**src/rtl/vga_timing_gen.sv**
```systemverilog
// Video timing master: owns the pixel/line counters, exports x/y/active/next_frame
// to the pattern selector and registers hsync, vsync and colour to the pins.
module vga_timing_gen #(
  parameter int H_ACTIVE        = 640,
  parameter int H_FP            = 16,
  parameter int H_SYNC          = 96,
  parameter int H_BP            = 48,
  parameter int V_ACTIVE        = 480,
  parameter int V_FP            = 10,
  parameter int V_SYNC          = 2,
  parameter int V_BP            = 33,
  parameter bit SYNC_ACTIVE_LOW = 1'b1
) (
  input  logic       clk,
  input  logic       rst,
  output logic [9:0] x,
  output logic [9:0] y,
  output logic       active,
  output logic       next_frame,
  input  logic [5:0] rgb_in,
  output logic       hsync,
  output logic       vsync,
  output logic [5:0] rgb_out
);

  localparam int H_TOTAL = H_ACTIVE + H_FP + H_SYNC + H_BP;
  localparam int V_TOTAL = V_ACTIVE + V_FP + V_SYNC + V_BP;

  localparam logic [9:0] H_LAST      = 10'(H_TOTAL - 1);
  localparam logic [9:0] V_LAST      = 10'(V_TOTAL - 1);
  localparam logic [9:0] H_VIS       = 10'(H_ACTIVE);
  localparam logic [9:0] V_VIS       = 10'(V_ACTIVE);
  localparam logic [9:0] H_SYNC_BEG  = 10'(H_ACTIVE + H_FP);
  localparam logic [9:0] H_SYNC_END  = 10'(H_ACTIVE + H_FP + H_SYNC);
  localparam logic [9:0] V_SYNC_BEG  = 10'(V_ACTIVE + V_FP);
  localparam logic [9:0] V_SYNC_END  = 10'(V_ACTIVE + V_FP + V_SYNC);
  localparam logic       SYNC_IDLE   = SYNC_ACTIVE_LOW;
  localparam logic       SYNC_PULSE  = ~SYNC_ACTIVE_LOW;

  logic [9:0] h_cnt_q, h_cnt_d;
  logic [9:0] v_cnt_q, v_cnt_d;
  logic       hsync_q, hsync_d;
  logic       vsync_q, vsync_d;
  logic [5:0] rgb_q, rgb_d;

  // Decode from the counter registers; gated by rst so the selector sees a
  // quiet interface while reset is held.
  always_comb begin
    x          = h_cnt_q;
    y          = v_cnt_q;
    active     = (h_cnt_q < H_VIS) && (v_cnt_q < V_VIS) && !rst;
    next_frame = (h_cnt_q == 10'd0) && (v_cnt_q == V_VIS) && !rst;
  end

  always_comb begin
    h_cnt_d = h_cnt_q + 10'd1;
    v_cnt_d = v_cnt_q;
    if (h_cnt_q == H_LAST) begin
      h_cnt_d = 10'd0;
      v_cnt_d = (v_cnt_q == V_LAST) ? 10'd0 : v_cnt_q + 10'd1;
    end

    hsync_d = ((h_cnt_q >= H_SYNC_BEG) && (h_cnt_q < H_SYNC_END)) ? SYNC_PULSE : SYNC_IDLE;
    vsync_d = ((v_cnt_q >= V_SYNC_BEG) && (v_cnt_q < V_SYNC_END)) ? SYNC_PULSE : SYNC_IDLE;
    rgb_d   = active ? rgb_in : 6'd0;
  end

  always_ff @(posedge clk or posedge rst) begin
    if (rst) begin
      h_cnt_q <= 10'd0;
      v_cnt_q <= 10'd0;
      hsync_q <= SYNC_IDLE;
      vsync_q <= SYNC_IDLE;
      rgb_q   <= 6'd0;
    end else begin
      h_cnt_q <= h_cnt_d;
      v_cnt_q <= v_cnt_d;
      hsync_q <= hsync_d;
      vsync_q <= vsync_d;
      rgb_q   <= rgb_d;
    end
  end

  assign hsync   = hsync_q;
  assign vsync   = vsync_q;
  assign rgb_out = rgb_q;

endmodule

```
**config.mk**
```make
export PLATFORM = sky130hd
export DESIGN_NAME = vga_timing_gen
export DESIGN_NICKNAME = d
export VERILOG_FILES = /design/src/rtl/vga_timing_gen.sv
export SDC_FILE = /design/constraint.sdc
export NUM_CORES = 1
export LEC_CHECK = 0
export CAP_MARGIN = 15
export CORE_MARGIN = 4
export CORE_UTILIZATION = 45
export DETAILED_ROUTE_END_ITERATION = 7
export GPL_ROUTABILITY_DRIVEN = 0
export GPL_TIMING_DRIVEN = 1
export PLACE_DENSITY = 0.73
export SYNTH_ARGS = -nofsm -noshare
export SYNTH_HDL_FRONTEND = slang
export SYNTH_SLANG_ARGS = --single-unit
```
**constraint.sdc**
```tcl
create_clock -name clk -period 2.7 [get_ports clk]
set_input_delay 0.54 -clock clk [delete_from_list [all_inputs] [get_ports clk]]
set_output_delay 0.54 -clock clk [all_outputs]
set_load 0.01 [all_outputs]
```
==> impl_metrics.toml, run 1 <==
[synth]
synth_xor_area_frac = 0.08683
yosysWarnings = 0
synthesis.area_um2 = 1311
synth_top_family_by_area = "simple AND/OR/NAND/NOR gates"
yosysSeqAreaShare = 0.5363
ys_types = 30
syn_area_per_cell_um2 = 10.49
synth_top_area_share = 0.4962
synthCells = 125
mappedNetlistNets = 137
synth_top_area_cell = "dfrtp_1"
ys_ff_latch = 28
synth_compound_area_frac = 0.04676
synthMuxAreaShare = 0
synthAdderAreaFrac = 0.03817
synth_area_leaders = "dfrtp_1, xnor2_1, dfstp_2"
yosys.area_share.simple = 0.2615

[setup_path]
path_delay_family = "buffers and inverters"
worst-path-buf-inv = 2
critPathMaxFanout = 7
reg2reg_slack_ns = 0.29
critPathMaxStageDelay_ns = 0.57
cp.arrival_ns = 1.95
required_ns = 2.16
cpMaxStageDelayCell = "clkdlybuf4s50_1"
path_common_cell = "clkdlybuf4s50_1"
path_class = "in2out"
worst_setup_path_end_kind = "output pin"
path_cells = "clkdlybuf4s50_1 -> nor2_1 -> and3_1 -> clkdlybuf4s50_1"
cp-start-kind = "input pin"

[layout]
synthToLayoutAreaGrowth_pct = 38.74
fill_cells = 238
seqCellArea_um2 = 704.4
layout-drive-gt1-share = 0.1053
final_cell_area_um2 = 1819
final_nets = 184
mostFrequentLayoutCells = "clkdlybuf4s50_1, dfrtp_1, nor2_1"
antenna_cells = 0
multi_input_area_um2 = 590.6
final_common_cell = "clkdlybuf4s50_1"
stdcell_count = 202

[sta]
fmax_mhz = 401.0
fin_crit_ns = 2.494
rsz0062_at_grt = "no"
maxSlewViolCount = 0
fin_tns_setup_ns = 0
finalHoldViolations = 0
tightest_slew_ns = 0.3792
setup_violations = 0
slew_headroom = 0.7449
whs_ns = 0.5394
fin_crit_sh = 0.9236
clock_skew_ns = 0.003071

[die]
die_area_um2 = 3842
std_cell_rows = 19
start_util = 0.4714
core_um2 = 2781
fp.dieH_um = 61.98
io_pins = 38
dieWidth_um = 61.98

[detailed_routing]
wl_per_cell_um = 15.30
viasPerCell = 5.569
ant_nets = 0
via_count = 1125
routed_wl_mm = 3.090
drc_errors = 0
dr.pass1.iters = 4
drt_iter0_drc = 34

[global_routing]
grt_start_max_net_pins = 21
antenna_found_initial = 0
grt-ovfl-total = 0
grt_pass1_wl_mm = 5.043
grt_pass1_vias = 1062
grtUsageTotal = 0.1796

[clock_tree]
clockBufferDepth = 2
cts-buffers-inserted = 3
clkLatencyLatePin_ns = 0.33
path_clk_slew_ns = 0.14
clock_sinks = 28
cts_tree = "yes"
cts_root_buffer = "clkbuf_4"
h-tree-depth = 1

[placement]
placed_cells = 192
dpl.hpwl_mm = 2.188
postPlaceCellArea_um2 = 1722
port_buffers = 37

[run]
cap_violations = 0

[power_and_ir_drop]
powerDensity_nw_per_um2 = 354.8
leakagePower_nw = 0.7997
vdd_drop_max_mv = 0.2654

[status]
outcome = "complete, no violations"

[min_path]
min_path_type = "in2async"
[repair_timing]
item / in CTS / in global routing
gates resized for setup: 1 / 5
hold buffers: 0 / 0
pin swaps: 0 / 2
setup endpoints to repair: 1 / 1
setup buffers: 0 / 6
[layer usage]
| metal | up-vias | share of wire | global-route usage |
|---|---|---|---|
| li1 | 532 | - | - |
| met1 | 558 | 0.45 | 0.2331 |
| met2 | 26 | 0.49 | 0.2959 |
| met3 | 9 | 0.032 | 0.02686 |
| met4 | 0 | 0.025 | 0.07879 |
| met5 | - | 0 | 0 |
[power by group]
part           switching, mW  leakage (nW)  internal, mW
Clock                  0.123        0.0150        0.0581
Combinational         0.0172         0.423        0.0216
Sequential           0.00115         0.362         0.424
[flip-flops by register name, summed over array words and instances, names as in the netlist]
register / count
x: 10
y: 10
rgb_out: 6
hsync: 1
vsync: 1
[logic make-up (layout without fill, tap and decap cells)]
group	Yosys count	in the layout
buffers and inverters	10	56
AND/OR/NAND/NOR	60	60
adder cells (fa/ha/maj)	4	4
AO/OA/AOI/OAI	10	10
XOR/XNOR	13	13
flip-flops	28	28
[Yosys cell counts]
cell       n
clkbuf_1   1
dfstp_2    2
nand4_1    6
nor3_2     1
or4b_1     1
and4_1     1
o21a_1     1
xnor2_1    8
o31ai_1    2
nor4b_1    2
nand3_1   10
and2_1     7
or3_1      2
inv_1      7
a22o_1     1
nand2_1    3
buf_2      1
nor3_1     1
and3b_1    1
xor2_1     5
nor4_1     6
ha_1       4
and3_1     4
clkbuf_2   1
a21oi_1    1
dfrtp_1   26
nor2b_1    2
nor2_1    12
o21ai_0    5
or4_1      1
[worst paths after layout]
kind / startpoint / endpoint / cells past startpoint
worst max-delay path: rst / active / 4
max in group asynchronous: rst / hsync / 3
min in group clk: x[0] / x[0] / 1
worst min-delay path: rst / y[0] / 2
worst max register to register: x[5] / y[9] / 4
worst min register to register: x[0] / x[0] / 1
[layout make-up]
cell class | count | share of cell area
tap | 31 | 0.02132
clock buffer | 4 | 0.01444
inverter | 7 | 0.01444
multi-input combinational | 87 | 0.3246
sequential | 28 | 0.3872
timing repair buffer | 45 | 0.2380
[per-stage QoR]
stage                     total power [mW]  setup WS (ns)    util
after floorplan                     0.4473         0.4084       -
after global placement              0.4716         0.1764  0.6190
after detailed placement            0.4731         0.1630  0.6190
after global routing                0.6761         0.1132  0.6541
final                               0.6454         0.2063  0.6541
after CTS                           0.6506        0.03408  0.6307
(Power assumes the default switching activity.)
==> inputs of run 2 (changes only) <==
--- a/config.mk
+++ b/config.mk
@@ -6,11 +6,12 @@
 export NUM_CORES = 1
 export LEC_CHECK = 0
 export CAP_MARGIN = 15
-export CORE_MARGIN = 4
+export CORE_MARGIN = 2
 export CORE_UTILIZATION = 45
 export DETAILED_ROUTE_END_ITERATION = 7
 export GPL_ROUTABILITY_DRIVEN = 0
 export GPL_TIMING_DRIVEN = 1
+export HOLD_SLACK_MARGIN = 0.08
 export PLACE_DENSITY = 0.73
 export SYNTH_ARGS = -nofsm -noshare
 export SYNTH_HDL_FRONTEND = slang
==> run 2 against run 1 <==
  * Core utilization increased by 0.84 points
  * Die area fell by 12%
  * Largest cell class unchanged
  * Design area grew 0.41%
==> impl_metrics.toml, run 2 (synthesis gave the netlist of run 1 again) <==
[detailed_routing]
routed_wl_mm = 2.844
wl_per_cell_um = 14.22
viasPerCell = 5.580
dr.pass1.iters = 4
drt_iter0_drc = 39
drc_errors = 0
via_count = 1116
ant_nets = 0

[setup_path]
worst_setup_path_end_kind = "output pin"
cp.arrival_ns = 1.96
cp-start-kind = "flip-flop"
critPathMaxFanout = 7
path_class = "reg2out"
required_ns = 2.16

[status]
outcome = "complete, no violations"

[placement]
placed_cells = 193
dpl.hpwl_mm = 2.087
pre_cts_ws_ns = 0.1427
port_buffers = 37

[sta]
finalHoldViolations = 0
fin_crit_sh = 0.9260
fin_crit_ns = 2.500
clock_skew_ns = 0.008757
slew_headroom = 0.7266
tightest_slew_ns = 0.4063
maxSlewViolCount = 0
layout_setup_ws_ns = 0.1999
fin_tns_setup_ns = 0
fmax_mhz = 400.0
rsz0062_at_grt = "no"
setup_violations = 0

[die]
std_cell_rows = 19
fp.dieH_um = 57.98
io_pins = 38
die_area_um2 = 3362
core_um2 = 2758
start_util = 0.4755
dieWidth_um = 57.98

[run]
cap_violations = 0

[global_routing]
grtUsageMet1 = 0.2460
grt_start_max_net_pins = 19
grt_pass1_vias = 1054
use_met2 = 0.3052
grt-ovfl-total = 0
grtUsageTotal = 0.1843
grt_pass1_wl_mm = 4.788
grt_busiest_layer = "met2"
antenna_found_initial = 0
gr-usage-met3 = 0.03125

[clock_tree]
cts_tree = "yes"
clockBufferDepth = 2
cts_root_buffer = "clkbuf_4"
clkLatencyLatePin_ns = 0.34
h-tree-depth = 1
clock_sinks = 28
path_clk_slew_ns = 0.16
postCtsHoldBufs = 0
cts-buffers-inserted = 3

[layout]
stdcell_count = 200
seqCellArea_um2 = 705.7
final_common_cell = "clkdlybuf4s50_1"
antenna_cells = 0
fill_cells = 210
mostFrequentLayoutCells = "clkdlybuf4s50_1, dfrtp_1, nor2_1"
synthToLayoutAreaGrowth_pct = 39.31
multi_input_area_um2 = 585.6
final_nets = 182
utilization = 0.6624
layout-drive-gt1-share = 0.1006

[power_and_ir_drop]
vdd_drop_max_mv = 0.3715
powerDensity_nw_per_um2 = 405.4
total_power_uw = 740.5
leakagePower_nw = 0.8008

[min_path]
min_path_type = "reg2reg"
## run 2: worst paths after layout
check,from,to,slack [ns],cells after the start
setup / recovery,y[5],active,0.20,4
hold / removal,y[7],y[7],0.50,1
setup reg to reg,x[7],y[9],0.32,4
hold reg to reg,y[7],y[7],0.50,1
max in group asynchronous,rst,hsync,1.49,3
min in group asynchronous,rst,y[0],0.57,2
## run 2: critical path: stages, from the launching register on
cell,delay [ns]
dfrtp_2,0.46
and3_1,0.21
nand2_2,0.12
and3_1,0.26
clkdlybuf4s50_1,0.57
## run 2: routing by layer
metal,share of wire,up-vias
li1,-,527
met1,0.43,539
met2,0.51,45
met3,0.045,5
met4,0.013,0
met5,0,-
## run 2: area by class of cell
class	instances	share of cell area
Timing Repair Buffer	43	0.2288
Multi-Input combinational cell	87	0.3205
Tap cell	31	0.02123
Sequential cell	28	0.3863
Clock inverter	1	0.01644
Inverter	7	0.01438
Clock buffer	3	0.01233
## run 2: per-stage QoR
step	area [um2]	hold WS [ns]
final	1827	0.5003
after global placement	1729	0.5015
after detailed placement	1729	0.5073
after floorplan	1311	0.5337
after global routing	1827	0.5134
after CTS	1789	0.5263
## run 2: what timing repair did
item / CTS / global route
pin swaps: 0 / 2
resized for setup: 2 / 4
setup buffers: 0 / 3
setup endpoints to repair: 1 / 1
hold endpoints to repair: 0 / 0
## run 2: power breakdown
| part | total (mW) | internal (mW) | switching, mW | leakage (nW) |
|---|---|---|---|---|
| Clock | 0.277 | 0.150 | 0.127 | 0.0279 |
| Sequential | 0.425 | 0.424 | 0.00113 | 0.360 |
| Combinational | 0.0379 | 0.0215 | 0.0163 | 0.413 |
==> inputs of run 3 (changes only) <==
--- a/config.mk
+++ b/config.mk
@@ -16,3 +16,4 @@
 export SYNTH_ARGS = -nofsm -noshare
 export SYNTH_HDL_FRONTEND = slang
 export SYNTH_SLANG_ARGS = --single-unit
+export TNS_END_PERCENT = 100
==> results of run 3 <==
Final layout, timing and power as in run 2 (identical DEF).
